`config.mk`:
```
export PLATFORM = sky130hd
export DESIGN_NAME = ysyx_25060170_ifu
export DESIGN_NICKNAME = d
export VERILOG_FILES = /design/src/rtl/ysyx_25060170_ifu.sv
export SDC_FILE = /design/constraint.sdc
export NUM_CORES = 1
export LEC_CHECK = 0
export BUFFER_PORTS_ARGS = -buffer_cell sky130_fd_sc_hd__buf_2
export CORE_MARGIN = 5
export CORE_UTILIZATION = 40
export CTS_BUF_LIST = sky130_fd_sc_hd__clkbuf_4 sky130_fd_sc_hd__clkbuf_8
export DETAILED_ROUTE_END_ITERATION = 8
export PLACE_DENSITY = 0.66
export SYNTH_ARGS = -nofsm -noshare
export SYNTH_HDL_FRONTEND = slang
export SYNTH_SLANG_ARGS = --single-unit
```
`constraint.sdc`:
```
create_clock -name clk -period 2.6 [get_ports clk]
set_input_delay 0.13 -clock clk [delete_from_list [all_inputs] [get_ports clk]]
set_output_delay 0.13 -clock clk [all_outputs]
set_load 0.02 [all_outputs]
```
`src/rtl/ysyx_25060170_ifu.sv`:
```
// ysyx_25060170_ifu: instruction fetch unit.
// Holds the PC and issues one word fetch at a time (REQ -> WAIT -> HOLD).
// The fetched word is presented to decode with a valid/ready handshake.
// A redirect from execute replaces the PC. A fetch that is already in flight
// is marked and its response is thrown away.
// Optional build macro YSYX_25060170_IFU_PERF_EN adds the fetch_cnt_o and
// stall_cnt_o performance counters.
module ysyx_25060170_ifu #(
    parameter logic [31:0] RESET_PC = 32'h8000_0000
) (
    input  logic        clk,
    input  logic        rst,
    output logic        mem_req_valid_o,
    input  logic        mem_req_ready_i,
    output logic [31:0] mem_req_addr_o,
    input  logic        mem_rsp_valid_i,
    input  logic [31:0] mem_rsp_data_i,
    output logic        inst_valid_o,
    input  logic        inst_ready_i,
    output logic [31:0] inst_o,
    output logic [31:0] inst_addr_o,
    input  logic        redirect_i,
    input  logic [31:0] redirect_pc_i
`ifdef YSYX_25060170_IFU_PERF_EN
   ,output logic [31:0] fetch_cnt_o,
    output logic [31:0] stall_cnt_o
`endif
);

    typedef enum logic [1:0] {
        S_IDLE = 2'd0,
        S_REQ  = 2'd1,
        S_WAIT = 2'd2,
        S_HOLD = 2'd3
    } state_e;

    state_e      state_q, state_d;
    logic [31:0] pc_q, pc_d;
    logic [31:0] inst_q, inst_d;
    logic [31:0] addr_q, addr_d;
    logic        drop_q, drop_d;

    // The PC is word aligned, so the low target bits are dropped.
    logic [31:0] redir_pc;
    logic        unused_redir_lo;
    assign redir_pc        = {redirect_pc_i[31:2], 2'b00};
    assign unused_redir_lo = ^redirect_pc_i[1:0];

    // State register: all fetch state, restored by synchronous reset
    always_ff @(posedge clk) begin
        if (rst) begin
            state_q <= S_IDLE;
            pc_q    <= RESET_PC;
            inst_q  <= 32'h0;
            addr_q  <= 32'h0;
            drop_q  <= 1'b0;
        end else begin
            state_q <= state_d;
            pc_q    <= pc_d;
            inst_q  <= inst_d;
            addr_q  <= addr_d;
            drop_q  <= drop_d;
        end
    end

    // Next-state, PC update and output decode; outputs depend only on state
    always_comb begin
        state_d         = state_q;
        pc_d            = pc_q;
        inst_d          = inst_q;
        addr_d          = addr_q;
        drop_d          = drop_q;
        mem_req_valid_o = 1'b0;
        inst_valid_o    = 1'b0;

        case (state_q)
            S_IDLE: begin
                state_d = S_REQ;
            end
            S_REQ: begin
                mem_req_valid_o = 1'b1;
                if (mem_req_ready_i) begin
                    state_d = S_WAIT;
                    addr_d  = pc_q;
                    // Accepted at the old PC while redirecting: the answer is stale
                    drop_d  = redirect_i;
                end
            end
            S_WAIT: begin
                if (mem_rsp_valid_i) begin
                    if (drop_q || redirect_i) begin
                        drop_d  = 1'b0;
                        state_d = S_REQ;
                    end else begin
                        inst_d  = mem_rsp_data_i;
                        state_d = S_HOLD;
                    end
                end else if (redirect_i) begin
                    drop_d = 1'b1;
                end
            end
            S_HOLD: begin
                inst_valid_o = 1'b1;
                if (inst_ready_i) begin
                    pc_d    = pc_q + 32'd4;
                    state_d = S_REQ;
                end
                // A redirect kills the held instruction whether or not it was taken
                if (redirect_i) begin
                    state_d = S_REQ;
                end
            end
            default: begin
                state_d = S_IDLE;
            end
        endcase

        // A redirect wins over the sequential pc+4 in every active state
        if (redirect_i && (state_q != S_IDLE)) begin
            pc_d = redir_pc;
        end
    end

    assign mem_req_addr_o = pc_q;
    assign inst_o         = inst_q;
    assign inst_addr_o    = addr_q;

`ifdef YSYX_25060170_IFU_PERF_EN
    logic [31:0] fetch_cnt_q;
    logic [31:0] stall_cnt_q;
    logic        deliver;

    assign deliver = (state_q == S_HOLD) && inst_ready_i;

    // Performance counters: delivered instructions and cycles spent on memory
    always_ff @(posedge clk) begin
        if (rst) begin
            fetch_cnt_q <= 32'h0;
            stall_cnt_q <= 32'h0;
        end else begin
            if (deliver) begin
                fetch_cnt_q <= fetch_cnt_q + 32'd1;
            end
            if ((state_q == S_REQ) || (state_q == S_WAIT)) begin
                stall_cnt_q <= stall_cnt_q + 32'd1;
            end
        end
    end

    assign fetch_cnt_o = fetch_cnt_q;
    assign stall_cnt_o = stall_cnt_q;
`else
    // Without the performance option the unit has no counters.
`endif

endmodule

```
**After elaboration in Yosys (flattened, before gate mapping)**

Index checks and enable logic that the tools add are counted.
W data, S select, Z words.

- Bits in registers: 99
- Input port bits: 70
- Logic and storage cells: 46

- Add/subtract/negate cells: 1
- Eq/ne operators: 8
- Muxes and demuxes: 16
- Bitwise operators: 1
- Reductions and logical operators: 14

Operators with widths:

| cell | count |
|---|---|
| $mux W32 | 3 |
| $add A32 B3 Y32 const B | 1 |
| $mux W2 | 5 |
| $ne A3 B3 Y1 const B | 3 |
| $pmux W2 S4 | 1 |
| $reduce_bool A2 Y1 | 4 |
| $mux W1 | 6 |
| $reduce_and A2 Y1 | 3 |
| $reduce_and A3 Y1 | 2 |
| $eq A2 B2 Y1 const B | 2 |
| $ne A2 B2 Y1 const B | 2 |
| $reduce_and A4 Y1 | 1 |
| $eq A2 B1 Y1 const B | 1 |
| $logic_not A2 Y1 | 1 |
| $pmux W1 S2 | 1 |
| $reduce_or A2 Y1 | 1 |
| $logic_and A1 B1 Y1 | 1 |
| $logic_or A1 B1 Y1 | 1 |
| $not A1 Y1 | 1 |

**Depth between registers and ports, before layout**

- Word-level depth: 4
- Gate-level depth with buffers: 8

**Worst setup path after synthesis**

Ideal clock, no wire load.

- Kind: reg-to-reg
- Start: register state_q[0]
- End: register pc_q[28], in the netlist mem_req_addr_o[28]
- Library setup time: 0.091 ns
- Data arrival time: 2.265 ns
- Required time: 2.509 ns
- Setup slack: 0.244 ns
- Stages on the path, launching flop included: 7
- Clock period less this slack: 2.356 ns
- Path through: dfxtp_1 ha_1 nand3_1 or4_1 buf_2 or4_1 a311oi_1

- Longest elaborated chain between the ends: 4

Ends and longest elaborated chain:

| item | line | RTL |
|---|---|---|
| start, declared | 37 | `state_e state_q, state_d;` |
| start signal, assigned | 58 | `state_q <= state_d;` |
| $reduce_bool A2 Y1 | 119 | `if (redirect_i && (state_q != S_IDLE)) begin` |
| $logic_and A1 B1 Y1 | 119 |  |
| $reduce_bool A2 Y1 (no source line) | -- |  |
| $reduce_and A2 Y1 (no source line) | -- |  |
| end signal, assigned | 59 | `pc_q <= pc_d;` |
| end, declared | 38 | `logic [31:0] pc_q, pc_d;` |

Parallel ways exist; a longest one is shown, timed or not.
A chain may end at the register's enable or synchronous reset.

**Worst setup path in the final report**

Ends and elaborated chain as after synthesis.

==> metrics.cfg <==
[power]
p_total_mw=3.28
vdd_ir_drop_max_mv=0.301
combPwrFrac=0.172
swShare=0.289
switching_power_uw=949
power_density_mw_per_mm2=606
seqPwrFrac=0.502
power.leakage_nw=2.24
clockPowerShare=0.326
p_int_mw=2.33

[worst_setup_path]
crit_fanout=8
crit_top_cell=or4_1
slowest_delay_ps=630
cp-end-kind=flip-flop
critPathBufInv=0
startpoint_type=flip-flop
rr_worst_depth=5
critPathRequiredTime_ps=2870
path_class=reg2reg
rrSetupSlack_ps=230
cpMaxStageDelayCell=or4_1
worstPathArrival_ps=2640
crit_chain=ha_1, nand3_1, or4_1, or4_1, a311oi_1
crit_family=simple AND/OR/NAND/NOR gates
reg2reg_from=state_q[0]
r2r-end=mem_req_addr_o[28]

[global_routing]
grt_max_degree=83
overflow=0
grt_pass1_vias=4124
antenna_found_initial=1
global_route.usage.total=0.191
grt_pass1_wl_um=19700

[clock_tree]
clockBufferDepth=2
cts_buffers=9
root_buffer=clkbuf_8
cts_tree=built
clock_sinks=95
clkLatencyLatePin_ps=360
h-tree-depth=3
clk_pin_slew_ps=80

[synth]
synth_xor_area_frac=0.0239
synth-warning-count=0
synth_compound_area_frac=0.170
syn_area_per_cell_um2=7.86
synth_seq_cells=95
yosysSeqAreaShare=0.471
synthAdderAreaFrac=0.0186
synth.cell_area_mm2=0.00403
synth.distinct_cells=37
synth.area.mux_share=0.00279
synthCells=513
synth_top_family_by_area=simple AND/OR/NAND/NOR gates
synthSimpleGateAreaFrac=0.265

[sta]
tightest_slew_ps=863
fmax_mhz=422
drv_slew=0
setup_slack_ps=229
setup_viol=0
maxSlewHeadroom=0.425
rsz0062_at_grt=no
clock_skew_ps=11.2
finalSetupTns_ps=0
whs_ps=11.4
final_period_minus_worst_setup_slack_ps=2370
hold_viol_final=0
finalCritPeriodShare=0.912

[floorplanning]
rows=36
dieArea_mm2=0.0122
die_h_um=110
start_util=0.411
core_area_mm2=0.00982
die_width_um=110
ioPinCount=168

[cells_and_area]
final_cell_area_mm2=0.00542
final_core_util=0.551
final_cells=823
drive_gt1_frac=0.277
fill_cells=983
diodes=0
syn2layout_area_growth_pct=34.2
fin_nets=762

[placement]
dp.cells=783
numPortBuffers=161
post-place-ws_ps=239
placed_area_mm2=0.00495
dp_hpwl_um=8260
place_congestion=0.757

[routing]
wl_met1_um=4940
route.met2.wl_um=5840
drtAntennaViolNets=0
vias_per_cell=5.02
wl_met3_um=796
firstDrtPassIters=4
highest_layer=met5
route.vias.total=4133
first_iter_violations=187
drcViolationCount=0
finalWirelength_um=11900
wl_per_cell_um=14.4

[hold_path]
hp-class=in2reg
whs_endpoint=inst_o[0]
min_delay_path_depth=3
min-delay-start=mem_rsp_data_i[0]

[flow_run]
maxCapViolations=0

[run_status]
status=finished clean

[cells in the mapped netlist]
cell	number	area share
nor2b_1	2	0.0031
nand2b_1	2	0.0031
a31oi_1	1	0.0016
a311oi_1	18	0.039
and4_1	2	0.0043
inv_1	9	0.0084
nor4b_1	1	0.0022
or3_1	11	0.017
a221oi_1	1	0.0022
a211oi_1	12	0.022
nor3b_1	1	0.0019
nor3_1	5	0.0062
buf_2	1	0.0012
nor2_1	36	0.033
nor4_1	8	0.012
buf_1	6	0.0056
o22ai_1	1	0.0016
xnor2_1	9	0.020
nand4_2	1	0.0031
dfxtp_1	95	0.47
and3_1	3	0.0047
nand2_1	137	0.13
mux2_2	1	0.0028
xor2_1	2	0.0043
and2_1	4	0.0062
conb_1	1	0.00093
ha_1	6	0.019
buf_4	4	0.0074
o21a_1	1	0.0019
a2111oi_0	1	0.0022
clkbuf_1	27	0.025
nand3_1	11	0.014
o31ai_1	4	0.0074
nand4_1	7	0.011
o21ai_0	12	0.015
or4_1	8	0.015
a21oi_1	62	0.077
[worst min-delay path, delay by kind of cell]
kind	cells	cell delay [ps]
simple gates	1	50
buf+inv	1	100
compound gates	1	50
[worst max path at each step]
stage,start,to,slack [ps],cells past startpoint
after floorplan,state_q[0],mem_req_addr_o[28],240,6
after global placement,state_q[0],mem_req_addr_o[29],300,5
after detailed placement,state_q[0],mem_req_addr_o[29],240,5
after CTS,state_q[0],mem_req_addr_o[29],170,5
after global routing,state_q[0],mem_req_addr_o[28],110,5
final,state_q[0],mem_req_addr_o[28],230,5
[repair_timing]
| action | in CTS | in global routing |
|---|---|---|
| gates resized for setup | 0 | 1 |
| hold endpoints to repair | 25 | 0 |
| endpoints found under the setup margin | 0 | 1 |
| hold buffers | 25 | 0 |
| buffers inserted | 0 | 0 |
[state kept, by name, summed over array words and instances (netlist names)]
name	flops
inst_o	32
inst_addr_o	30
mem_req_addr_o	30
state_q	2
drop_q	1
[kinds of logic after synthesis]
logic type | Yosys count
xor+xnor | 11
compound gates | 113
flops | 95
other cells | 1
mux | 1
simple gates | 239
buf+inv | 47
fa+ha+maj | 6
[final cells by class]
class,instances,area (um^2),share of cell area
multi-input cells,374,1960,0.361
clock buffers,11,145,0.0268
flip-flops and latches,95,1900,0.351
inverters,9,33.8,0.00624
repair buffers,197,1140,0.211
well taps,133,166,0.0307
clock inverters,4,70.1,0.0129
[cells in the final DEF, fill, tap and decap left out, types with 2 or more instances in the layout]
cell / instances
a211oi_1: 12
conb_1: 4
o31ai_1: 4
buf_4: 12
a311oi_1: 18
nor2_1: 36
clkinv_2: 2
or3_1: 11
nor2b_1: 2
nand4_1: 7
dlygate4sd3_1: 25
and2_1: 4
nor4_1: 8
clkbuf_8: 10
and3_1: 3
nand2_1: 137
dfxtp_1: 95
o21ai_0: 12
and4_1: 2
bufinv_16: 2
nor3_1: 5
inv_1: 9
xor2_1: 2
nand3_1: 11
or4_1: 7
a21oi_1: 62
xnor2_1: 9
ha_1: 6
buf_2: 160
[metal layers]
layer	up-vias	global-route usage
met3	23	0.0651
li1	2102	-
met5	-	0
met4	2	0.0665
met2	115	0.333
met1	1891	0.217
[power by group through the flow]
stage	logic (mW)	clock network, mW	registers, mW
final	0.564	1.07	1.65
after global routing	0.620	1.15	1.66
after CTS	0.569	1.09	1.64
after detailed placement	0.538	0	1.68
after global placement	0.530	0	1.67
after floorplan	0.247	0	1.75
Note: power is estimated with default switching activity, not from simulation.
